--- config.mk ---
export PLATFORM = sky130hd
export DESIGN_NAME = hazard_ctrl_pipe_flat
export DESIGN_NICKNAME = d
export VERILOG_FILES = /design/src/rtl/hazard_ctrl_pipe_if.sv /design/src/rtl/hazard_ctrl_pipe.sv /design/src/flat_wrapper.sv
export SDC_FILE = /design/constraint.sdc
export NUM_CORES = 1
export LEC_CHECK = 0
export CAP_MARGIN = 20
export CORE_MARGIN = 3
export CORE_UTILIZATION = 40
export DETAILED_ROUTE_END_ITERATION = 12
export GPL_TIMING_DRIVEN = 0
export PLACE_DENSITY_LB_ADDON = 0.25
export SYNTH_ARGS = -nofsm -noshare
export SYNTH_HDL_FRONTEND = slang
export SYNTH_SLANG_ARGS = --single-unit
export TNS_END_PERCENT = 1
--- constraint.sdc ---
create_clock -name clk_i -period 5.02 [get_ports clk_i]
set_input_delay 1.004 -clock clk_i [delete_from_list [all_inputs] [get_ports clk_i]]
set_output_delay 1.004 -clock clk_i [all_outputs]
set_load 0.1 [all_outputs]
--- src/rtl/hazard_ctrl_pipe_if.sv ---
// Decoder-side and pipeline-control signal bundle for hazard_ctrl_pipe.
// The slave modport is the hazard unit; master is whatever drives the decoder fields.
interface hazard_ctrl_pipe_if;
  logic [8:0] ctrl_i;
  logic       branch_i;
  logic       jump_i;
  logic       eq_i;
  logic [4:0] rs_i;
  logic [4:0] rt_i;
  logic [4:0] rd_i;

  logic       ex_alusrc_o;
  logic [1:0] ex_aluop_o;
  logic       ex_regdst_o;
  logic       mem_memread_o;
  logic       mem_memwrite_o;
  logic       wb_regwrite_o;
  logic       wb_memtoreg_o;
  logic [4:0] wb_rd_o;
  logic [1:0] fwd_a_o;
  logic [1:0] fwd_b_o;
  logic       pc_write_o;
  logic       ifid_write_o;
  logic       flush_o;

  modport master (
    output ctrl_i, branch_i, jump_i, eq_i, rs_i, rt_i, rd_i,
    input  ex_alusrc_o, ex_aluop_o, ex_regdst_o, mem_memread_o, mem_memwrite_o,
           wb_regwrite_o, wb_memtoreg_o, wb_rd_o, fwd_a_o, fwd_b_o,
           pc_write_o, ifid_write_o, flush_o
  );

  modport slave (
    input  ctrl_i, branch_i, jump_i, eq_i, rs_i, rt_i, rd_i,
    output ex_alusrc_o, ex_aluop_o, ex_regdst_o, mem_memread_o, mem_memwrite_o,
           wb_regwrite_o, wb_memtoreg_o, wb_rd_o, fwd_a_o, fwd_b_o,
           pc_write_o, ifid_write_o, flush_o
  );
endinterface

--- src/rtl/hazard_ctrl_pipe.sv ---
// Control-path pipeline (ID/EX, EX/MEM, MEM/WB) with load-use stall,
// branch/jump flush and EX-stage operand forwarding selects.
module hazard_ctrl_pipe (
  input  logic              clk_i,
  input  logic              rst_i,
  hazard_ctrl_pipe_if.slave bus
);

  logic [8:0] ctrl_p0;
  logic [4:0] rs_p0;
  logic [4:0] rt_p0;
  logic [4:0] rd_p0;
  logic [3:0] ctrl_p1;
  logic [4:0] dest_p1;
  logic [1:0] ctrl_p2;
  logic [4:0] dest_p2;

  logic       stall;
  logic [4:0] dest_ex;
  logic       unused_branch;

  // Newer producer (EX/MEM) wins over older (MEM/WB); r0 never forwards.
  function automatic logic [1:0] fwd_sel(
    input logic [4:0] src,
    input logic       mem_wr,
    input logic [4:0] mem_dest,
    input logic       wb_wr,
    input logic [4:0] wb_dest
  );
    if (mem_wr && (mem_dest != 5'd0) && (mem_dest == src))
      return 2'b10;
    else if (wb_wr && (wb_dest != 5'd0) && (wb_dest == src))
      return 2'b01;
    else
      return 2'b00;
  endfunction

  always_comb begin
    stall   = ctrl_p0[5] && (rt_p0 != 5'd0) &&
              ((rt_p0 == bus.rs_i) || (rt_p0 == bus.rt_i));
    dest_ex = ctrl_p0[3] ? rd_p0 : rt_p0;
  end

  // Branch is resolved in ID; its ID/EX copy is carried but never consumed.
  assign unused_branch = ctrl_p0[4];

  always_ff @(posedge clk_i or negedge rst_i) begin
    if (!rst_i) begin
      ctrl_p0 <= '0;
      rs_p0   <= '0;
      rt_p0   <= '0;
      rd_p0   <= '0;
      ctrl_p1 <= '0;
      dest_p1 <= '0;
      ctrl_p2 <= '0;
      dest_p2 <= '0;
    end else begin
      // ID -> EX: a stall injects a bubble, register fields still advance
      ctrl_p0 <= stall ? 9'h000 : bus.ctrl_i;
      rs_p0   <= bus.rs_i;
      rt_p0   <= bus.rt_i;
      rd_p0   <= bus.rd_i;
      // EX -> MEM
      ctrl_p1 <= ctrl_p0[8:5];
      dest_p1 <= dest_ex;
      // MEM -> WB
      ctrl_p2 <= ctrl_p1[3:2];
      dest_p2 <= dest_p1;
    end
  end

  assign bus.ex_alusrc_o    = ctrl_p0[0];
  assign bus.ex_aluop_o     = ctrl_p0[2:1];
  assign bus.ex_regdst_o    = ctrl_p0[3];
  assign bus.mem_memread_o  = ctrl_p1[0];
  assign bus.mem_memwrite_o = ctrl_p1[1];
  assign bus.wb_regwrite_o  = ctrl_p2[0];
  assign bus.wb_memtoreg_o  = ctrl_p2[1];
  assign bus.wb_rd_o        = dest_p2;

  assign bus.fwd_a_o = fwd_sel(rs_p0, ctrl_p1[2], dest_p1, ctrl_p2[0], dest_p2);
  assign bus.fwd_b_o = fwd_sel(rt_p0, ctrl_p1[2], dest_p1, ctrl_p2[0], dest_p2);

  assign bus.pc_write_o   = ~stall;
  assign bus.ifid_write_o = ~stall;
  assign bus.flush_o      = (bus.jump_i | (bus.branch_i & bus.eq_i)) & ~stall;

endmodule

--- src/flat_wrapper.sv ---
// flat-port wrapper written by rule: the top's interface ports become plain ports
module hazard_ctrl_pipe_flat 
  (clk_i, rst_i, bus_ctrl_i, bus_branch_i, bus_jump_i, bus_eq_i, bus_rs_i, bus_rt_i, bus_rd_i, bus_ex_alusrc_o, bus_ex_aluop_o, bus_ex_regdst_o, bus_mem_memread_o, bus_mem_memwrite_o, bus_wb_regwrite_o, bus_wb_memtoreg_o, bus_wb_rd_o, bus_fwd_a_o, bus_fwd_b_o, bus_pc_write_o, bus_ifid_write_o, bus_flush_o);
  hazard_ctrl_pipe_if bus_i ();
  input  logic clk_i;
  input  logic rst_i;
  input wire logic [$bits(bus_i.ctrl_i)-1:0] bus_ctrl_i;
  input wire logic [$bits(bus_i.branch_i)-1:0] bus_branch_i;
  input wire logic [$bits(bus_i.jump_i)-1:0] bus_jump_i;
  input wire logic [$bits(bus_i.eq_i)-1:0] bus_eq_i;
  input wire logic [$bits(bus_i.rs_i)-1:0] bus_rs_i;
  input wire logic [$bits(bus_i.rt_i)-1:0] bus_rt_i;
  input wire logic [$bits(bus_i.rd_i)-1:0] bus_rd_i;
  output wire logic [$bits(bus_i.ex_alusrc_o)-1:0] bus_ex_alusrc_o;
  output wire logic [$bits(bus_i.ex_aluop_o)-1:0] bus_ex_aluop_o;
  output wire logic [$bits(bus_i.ex_regdst_o)-1:0] bus_ex_regdst_o;
  output wire logic [$bits(bus_i.mem_memread_o)-1:0] bus_mem_memread_o;
  output wire logic [$bits(bus_i.mem_memwrite_o)-1:0] bus_mem_memwrite_o;
  output wire logic [$bits(bus_i.wb_regwrite_o)-1:0] bus_wb_regwrite_o;
  output wire logic [$bits(bus_i.wb_memtoreg_o)-1:0] bus_wb_memtoreg_o;
  output wire logic [$bits(bus_i.wb_rd_o)-1:0] bus_wb_rd_o;
  output wire logic [$bits(bus_i.fwd_a_o)-1:0] bus_fwd_a_o;
  output wire logic [$bits(bus_i.fwd_b_o)-1:0] bus_fwd_b_o;
  output wire logic [$bits(bus_i.pc_write_o)-1:0] bus_pc_write_o;
  output wire logic [$bits(bus_i.ifid_write_o)-1:0] bus_ifid_write_o;
  output wire logic [$bits(bus_i.flush_o)-1:0] bus_flush_o;
  assign bus_i.ctrl_i = bus_ctrl_i;
  assign bus_i.branch_i = bus_branch_i;
  assign bus_i.jump_i = bus_jump_i;
  assign bus_i.eq_i = bus_eq_i;
  assign bus_i.rs_i = bus_rs_i;
  assign bus_i.rt_i = bus_rt_i;
  assign bus_i.rd_i = bus_rd_i;
  assign bus_ex_alusrc_o = bus_i.ex_alusrc_o;
  assign bus_ex_aluop_o = bus_i.ex_aluop_o;
  assign bus_ex_regdst_o = bus_i.ex_regdst_o;
  assign bus_mem_memread_o = bus_i.mem_memread_o;
  assign bus_mem_memwrite_o = bus_i.mem_memwrite_o;
  assign bus_wb_regwrite_o = bus_i.wb_regwrite_o;
  assign bus_wb_memtoreg_o = bus_i.wb_memtoreg_o;
  assign bus_wb_rd_o = bus_i.wb_rd_o;
  assign bus_fwd_a_o = bus_i.fwd_a_o;
  assign bus_fwd_b_o = bus_i.fwd_b_o;
  assign bus_pc_write_o = bus_i.pc_write_o;
  assign bus_ifid_write_o = bus_i.ifid_write_o;
  assign bus_flush_o = bus_i.flush_o;
  hazard_ctrl_pipe u_core (.clk_i(clk_i), .rst_i(rst_i), .bus(bus_i));
endmodule
# [Yosys cells after proc, flatten, opt, wreduce, memory -nomap -nowiden]
# Cells that the tools add are included.
[op_classes] n_eq_ne=6 mux=6 n_bitwise=4 reduce_logical=12
[ops] op="equality test 5 bit" n=6
[ops] op="nonzero test 5 bit" n=3
[ops] op="2-to-1 mux 9 bit" n=1
[ops] op="logical AND 1 bit" n=8
[ops] op="2-to-1 mux 5 bit" n=1
[ops] op="2-to-1 mux 2 bit" n=2
[ops] op="bitwise AND 1 bit" n=2
[ops] op="2-to-1 mux 1 bit" n=2
[ops] op="logical OR 1 bit" n=1
[ops] op="inverter 1 bit" n=1
[ops] op="bitwise OR 1 bit" n=1
[word_totals] reg_bits=40 out_inout_bits=20 elab_cells=36

# [Depth between registers and ports, before layout]
[depth] depth_word=5 depth_mapped=6 ltp_nobuf=4

# [Least setup slack after synthesis]
# No wires, ideal clock.
[synth_path] path_type="register to output" start="register u_core.rt_p0[2]" end="output bus_fwd_b_o[0]" arrival_time_ns=4.847 setup_slack_ns=-0.831 stages_incl_launch_ff=5 cell_sequence="dfrtp_1 > buf_2 > xor2_1 > nor4_1 > nor4_2"
[synth_via] elab_chain_cells=4 word_cells_on_any_way=6 classes_between="2 x eq/ne; 2 x mux; 2 x reduce/logical"
[synth_lines] item="from (decl)" line="hazard_ctrl_pipe.sv:11" rtl="logic [4:0] rt_p0;"
[synth_lines] item="from (signal assigned)" line="hazard_ctrl_pipe.sv:61" rtl="rt_p0 <= bus.rt_i;"
[synth_lines] item="equality test 5 bit" line="hazard_ctrl_pipe.sv:32" rtl="else if (wb_wr && (wb_dest != 5'd0) && (wb_dest == src))"
[synth_lines] item="logical AND 1 bit" line="hazard_ctrl_pipe.sv:32"
[synth_lines] item="2-to-1 mux 1 bit" line="hazard_ctrl_pipe.sv:32"
[synth_lines] item="2-to-1 mux 2 bit *" line="hazard_ctrl_pipe.sv:30" rtl="if (mem_wr && (mem_dest != 5'd0) && (mem_dest == src))"
[synth_lines] item="to (decl)" line="flat_wrapper.sv:23" rtl="output wire logic [$bits(bus_i.fwd_b_o)-1:0] bus_fwd_b_o;"
# Mark *: on every way between the ends. The rest lies on a longest branch, timed or not.

# [Worst setup path after layout]
[layout_path] start="input bus_rt_i[2]" end="output bus_pc_write_o"
[layout_via] elab_chain_cells=4
[layout_lines] item="from (decl)" line="flat_wrapper.sv:12" rtl="input wire logic [$bits(bus_i.rt_i)-1:0] bus_rt_i;"
[layout_lines] item="equality test 5 bit" line="hazard_ctrl_pipe.sv:40" rtl="((rt_p0 == bus.rs_i) || (rt_p0 == bus.rt_i));"
[layout_lines] item="logical OR 1 bit" line="hazard_ctrl_pipe.sv:40"
[layout_lines] item="logical AND 1 bit" line="hazard_ctrl_pipe.sv:39" rtl="stall = ctrl_p0[5] && (rt_p0 != 5'd0) &&"
[layout_lines] item="inverter 1 bit" line="hazard_ctrl_pipe.sv:84" rtl="assign bus.pc_write_o = ~stall;"
[layout_lines] item="to (decl)" line="flat_wrapper.sv:24" rtl="output wire logic [$bits(bus_i.pc_write_o)-1:0] bus_pc_write_o;"
# Every way passes these cells.

==> impl_metrics.yaml <==
outcome:
  outcome: "finished, final reports clean"
cts:
  cts_buffers: 5
  cts_buffer_depth: 2
  clk_latency_ns: 0.29
  clock-root-buffer: "clkbuf_8"
  postCtsHoldBufs: 0
  cts_setup_buffers: 0
  cts_max_level: 2
  clock-sinks: 39
  clkTransAtPathRegs_ns: 0.08
  tritoncts: "built"
  cts_resized: 0
sta:
  fmax_ghz: 0.2146
  period_needed_ns: 4.660
  setup_viol: 0
  fin_skew_ns: 0.006040
  slew_headroom_pct: 34.13
  grt_setup_unrepaired: "no"
  slew_violations: 0
  finalHoldViolations: 0
  tightest_slew_ns: 0.9850
  hold_ws_ns: 0.3534
  fin_ws_ns: 0.3598
  period_share_pct: 92.83
setup_path:
  path_cells: "clkdlybuf4s50_1, xnor2_1, nand3_1, o22ai_1, nand2_1, buf_4, clkdlybuf4s50_1"
  r2r_slack_ns: 3.24
  end_kind: "output pin"
  start_kind: "input pin"
  critPathKind: "input pin to output pin"
  path_buf_inv: 3
  cp_slowest_cell: "clkdlybuf4s50_1"
  cp_max_fo: 10
  required_ns: 4.02
  cp_slowest_stage_delay_ns: 0.95
  cp.arrival_ns: 3.66
  cpMostUsedCell: "clkdlybuf4s50_1"
  cpLargestDelayFamily: "buffers and inverters"
drt:
  drt_pass1_iterations: 4
  antenna_left: 0
  drc: 0
  via_per_inst: 4.740
  drtIter0Drc: 26
  routed_wl_mm: 2.962
  wl_per_cell_um: 13.78
  num_vias: 1019
global_route:
  grt_pass1_vias: 1083
  grt_start_max_net_pins: 40
  grt_pass1_wl_mm: 4.899
  track_usage_pct: 14.92
  antenna_found_initial: 0
  grt-ovfl-total: 0
power:
  power_uw: 784.5
  p_leak_uw: 0.0008984
  pwr-share-clk_pct: 33.8
  p_per_area_nw_per_um2: 357.1
  pwr-share-seq_pct: 44.6
  intPower_uw: 556.3
  switching_power_uw: 228.2
  irDropWorstVdd_mv: 0.2607
  p_sw_share_pct: 29.09
  combPwrFrac_pct: 21.7
floorplanning:
  rows: 22
  ios: 49
  die_area_um2: 4669
  die_h_um: 68.33
  start_util_pct: 41.82
  die-width_um: 68.33
  fp.coreArea_um2: 3716
yosys:
  async_flop_share_pct: 100.0
  synth_top_family_by_area: "XOR/XNOR gates"
  synthTopCellsByArea: "dfrtp_1 63%, xnor2_1 9.0%, xor2_1 7.9%"
  synth_fp_nets: 141
  synth_edf_count: 0
  synthesis.area_um2: 1554
  ys_seq_area_share_pct: 62.80
  synth_cell_types: 18
  yosysWarnings: 0
  synth-simple-area-share_pct: 6.844
  synthMuxAreaShare_pct: 3.623
  synthAdderAreaFrac_pct: 0
  yosys.area.top_type: "dfrtp_1"
  synth_xor_area_share_pct: 16.91
  synth_compound_area_share_pct: 6.361
  synth_top_area_share_pct: 62.80
  post_synth.cell_area_avg_um2: 13.87
  synth_commonest_cells: "39 x dfrtp_1, 16 x xnor2_1, 14 x xor2_1, 8 x a21boi_1"
  synthMostInstantiatedCell: "dfrtp_1"
  synth.ff_latch_count: 39
  netlist_instances: 112
  synth-main-ff-cell: "dfrtp_1"
cells_and_area:
  drive_gt1_share_pct: 15.57
  area_growth_pct: 41.39
  nets: 195
  final_util_pct: 59.12
  antenna_cells_inserted: 0
hold_path:
  hold_path_class: "flop to flop"
placed_design:
  pre_cts_ws_ns: 0.3400
  gp_congestion: 0.8336
  port_buffers: 47
run:
  max-cap-violations: 0
-- worst reg2reg max path, cell delays in order (launching register included) --
cell	delay [ns]
dfrtp_1	0.36
buf_2	0.17
xnor2_1	0.18
nand3_1	0.10
o22ai_1	0.64
a21boi_1	0.16
-- sequential cells by signal (all words and copies together), names as in the netlist --
| signal | flops |
|---|---|
| u_core.ctrl_p0 | 8 |
| u_core.bus.wb_rd_o | 5 |
| u_core.dest_p1 | 5 |
| u_core.rd_p0 | 5 |
| u_core.rs_p0 | 5 |
| u_core.rt_p0 | 5 |
| u_core.ctrl_p1 | 4 |
| u_core.ctrl_p2 | 2 |
-- logic make-up (layout without fill, tap and decap cells) --
family                    count (synthesis)  after routing
muxes                                     5              5
xor gates and xnor gates                 30             30
buffers and inverters                     8             63
AOI/OAI and AO/OA                        14             14
DFF                                      39             39
and+or+nand+nor                          16             16
-- metal layers --
layer	vias to the layer above	GRT usage, %	share of wire [%]
met4	0	7.444	2.3
met3	6	4.433	7.9
met2	38	24.79	51
met1	490	17.48	39
met5	-	0	0
li1	485	-	-
-- final cells by class --
| type | count | area [um2] |
|---|---|---|
| Buffer | 8 | 53.80 |
| Clock buffer | 6 | 82.58 |
| Clock inverter | 2 | 35.03 |
| Fill cell | 324 | 1519 |
| Multi-Input combinational cell | 65 | 524.3 |
| Sequential cell | 39 | 975.9 |
| Tap cell | 48 | 60.06 |
| Timing Repair Buffer | 47 | 465.4 |
-- placed cells by master (no fill, tap or decap), drive strengths merged --
master         count
a21boi             8
a21oi              2
buf                9
bufinv             1
clkbuf             6
clkdlybuf4s50     46
clkinv             1
dfrtp             39
mux2               5
nand2              3
nand3              4
nor4               4
o21a               1
o21ai              2
o22ai              1
or4                5
xnor2             16
xor2              14
-- metrics by stage --
step                cell area [um2]  instances  setup TNS (ns)
floorplan                      1554        112          -1.644
global placement               2085        207               0
CTS                            2197        215               0
global route                   2197        215               0
finish                         2197        215               0
detailed placement             2079        207               0
-- final timing paths --
check,from,endpoint,cells after the start
hold reg to reg,u_core.ctrl_p0[8]$_DFF_PN0_,u_core.ctrl_p1[3]$_DFF_PN0_,0
hold / removal,u_core.ctrl_p0[8]$_DFF_PN0_,u_core.ctrl_p1[3]$_DFF_PN0_,0
setup reg to reg,u_core.rt_p0[2]$_DFF_PN0_,u_core.ctrl_p0[8]$_DFF_PN0_,5
setup / recovery,bus_rt_i[2],bus_pc_write_o,7
min in group asynchronous,rst_i,u_core.ctrl_p1[3]$_DFF_PN0_,1
max in group asynchronous,rst_i,u_core.bus.wb_rd_o[2]$_DFF_PN0_,1
-- power groups by stage --
stage          Sequential, uW  Combinational (uW)  Clock, uW
4_1_cts                   350                 172        270
3_5_place_dp              356                 171          0
3_3_place_gp              355                 170          0
5_1_grt                   353                 180        282
6_report                  350                 170        265
2_1_floorplan             402                67.0          0
(Power assumes the default switching activity.)
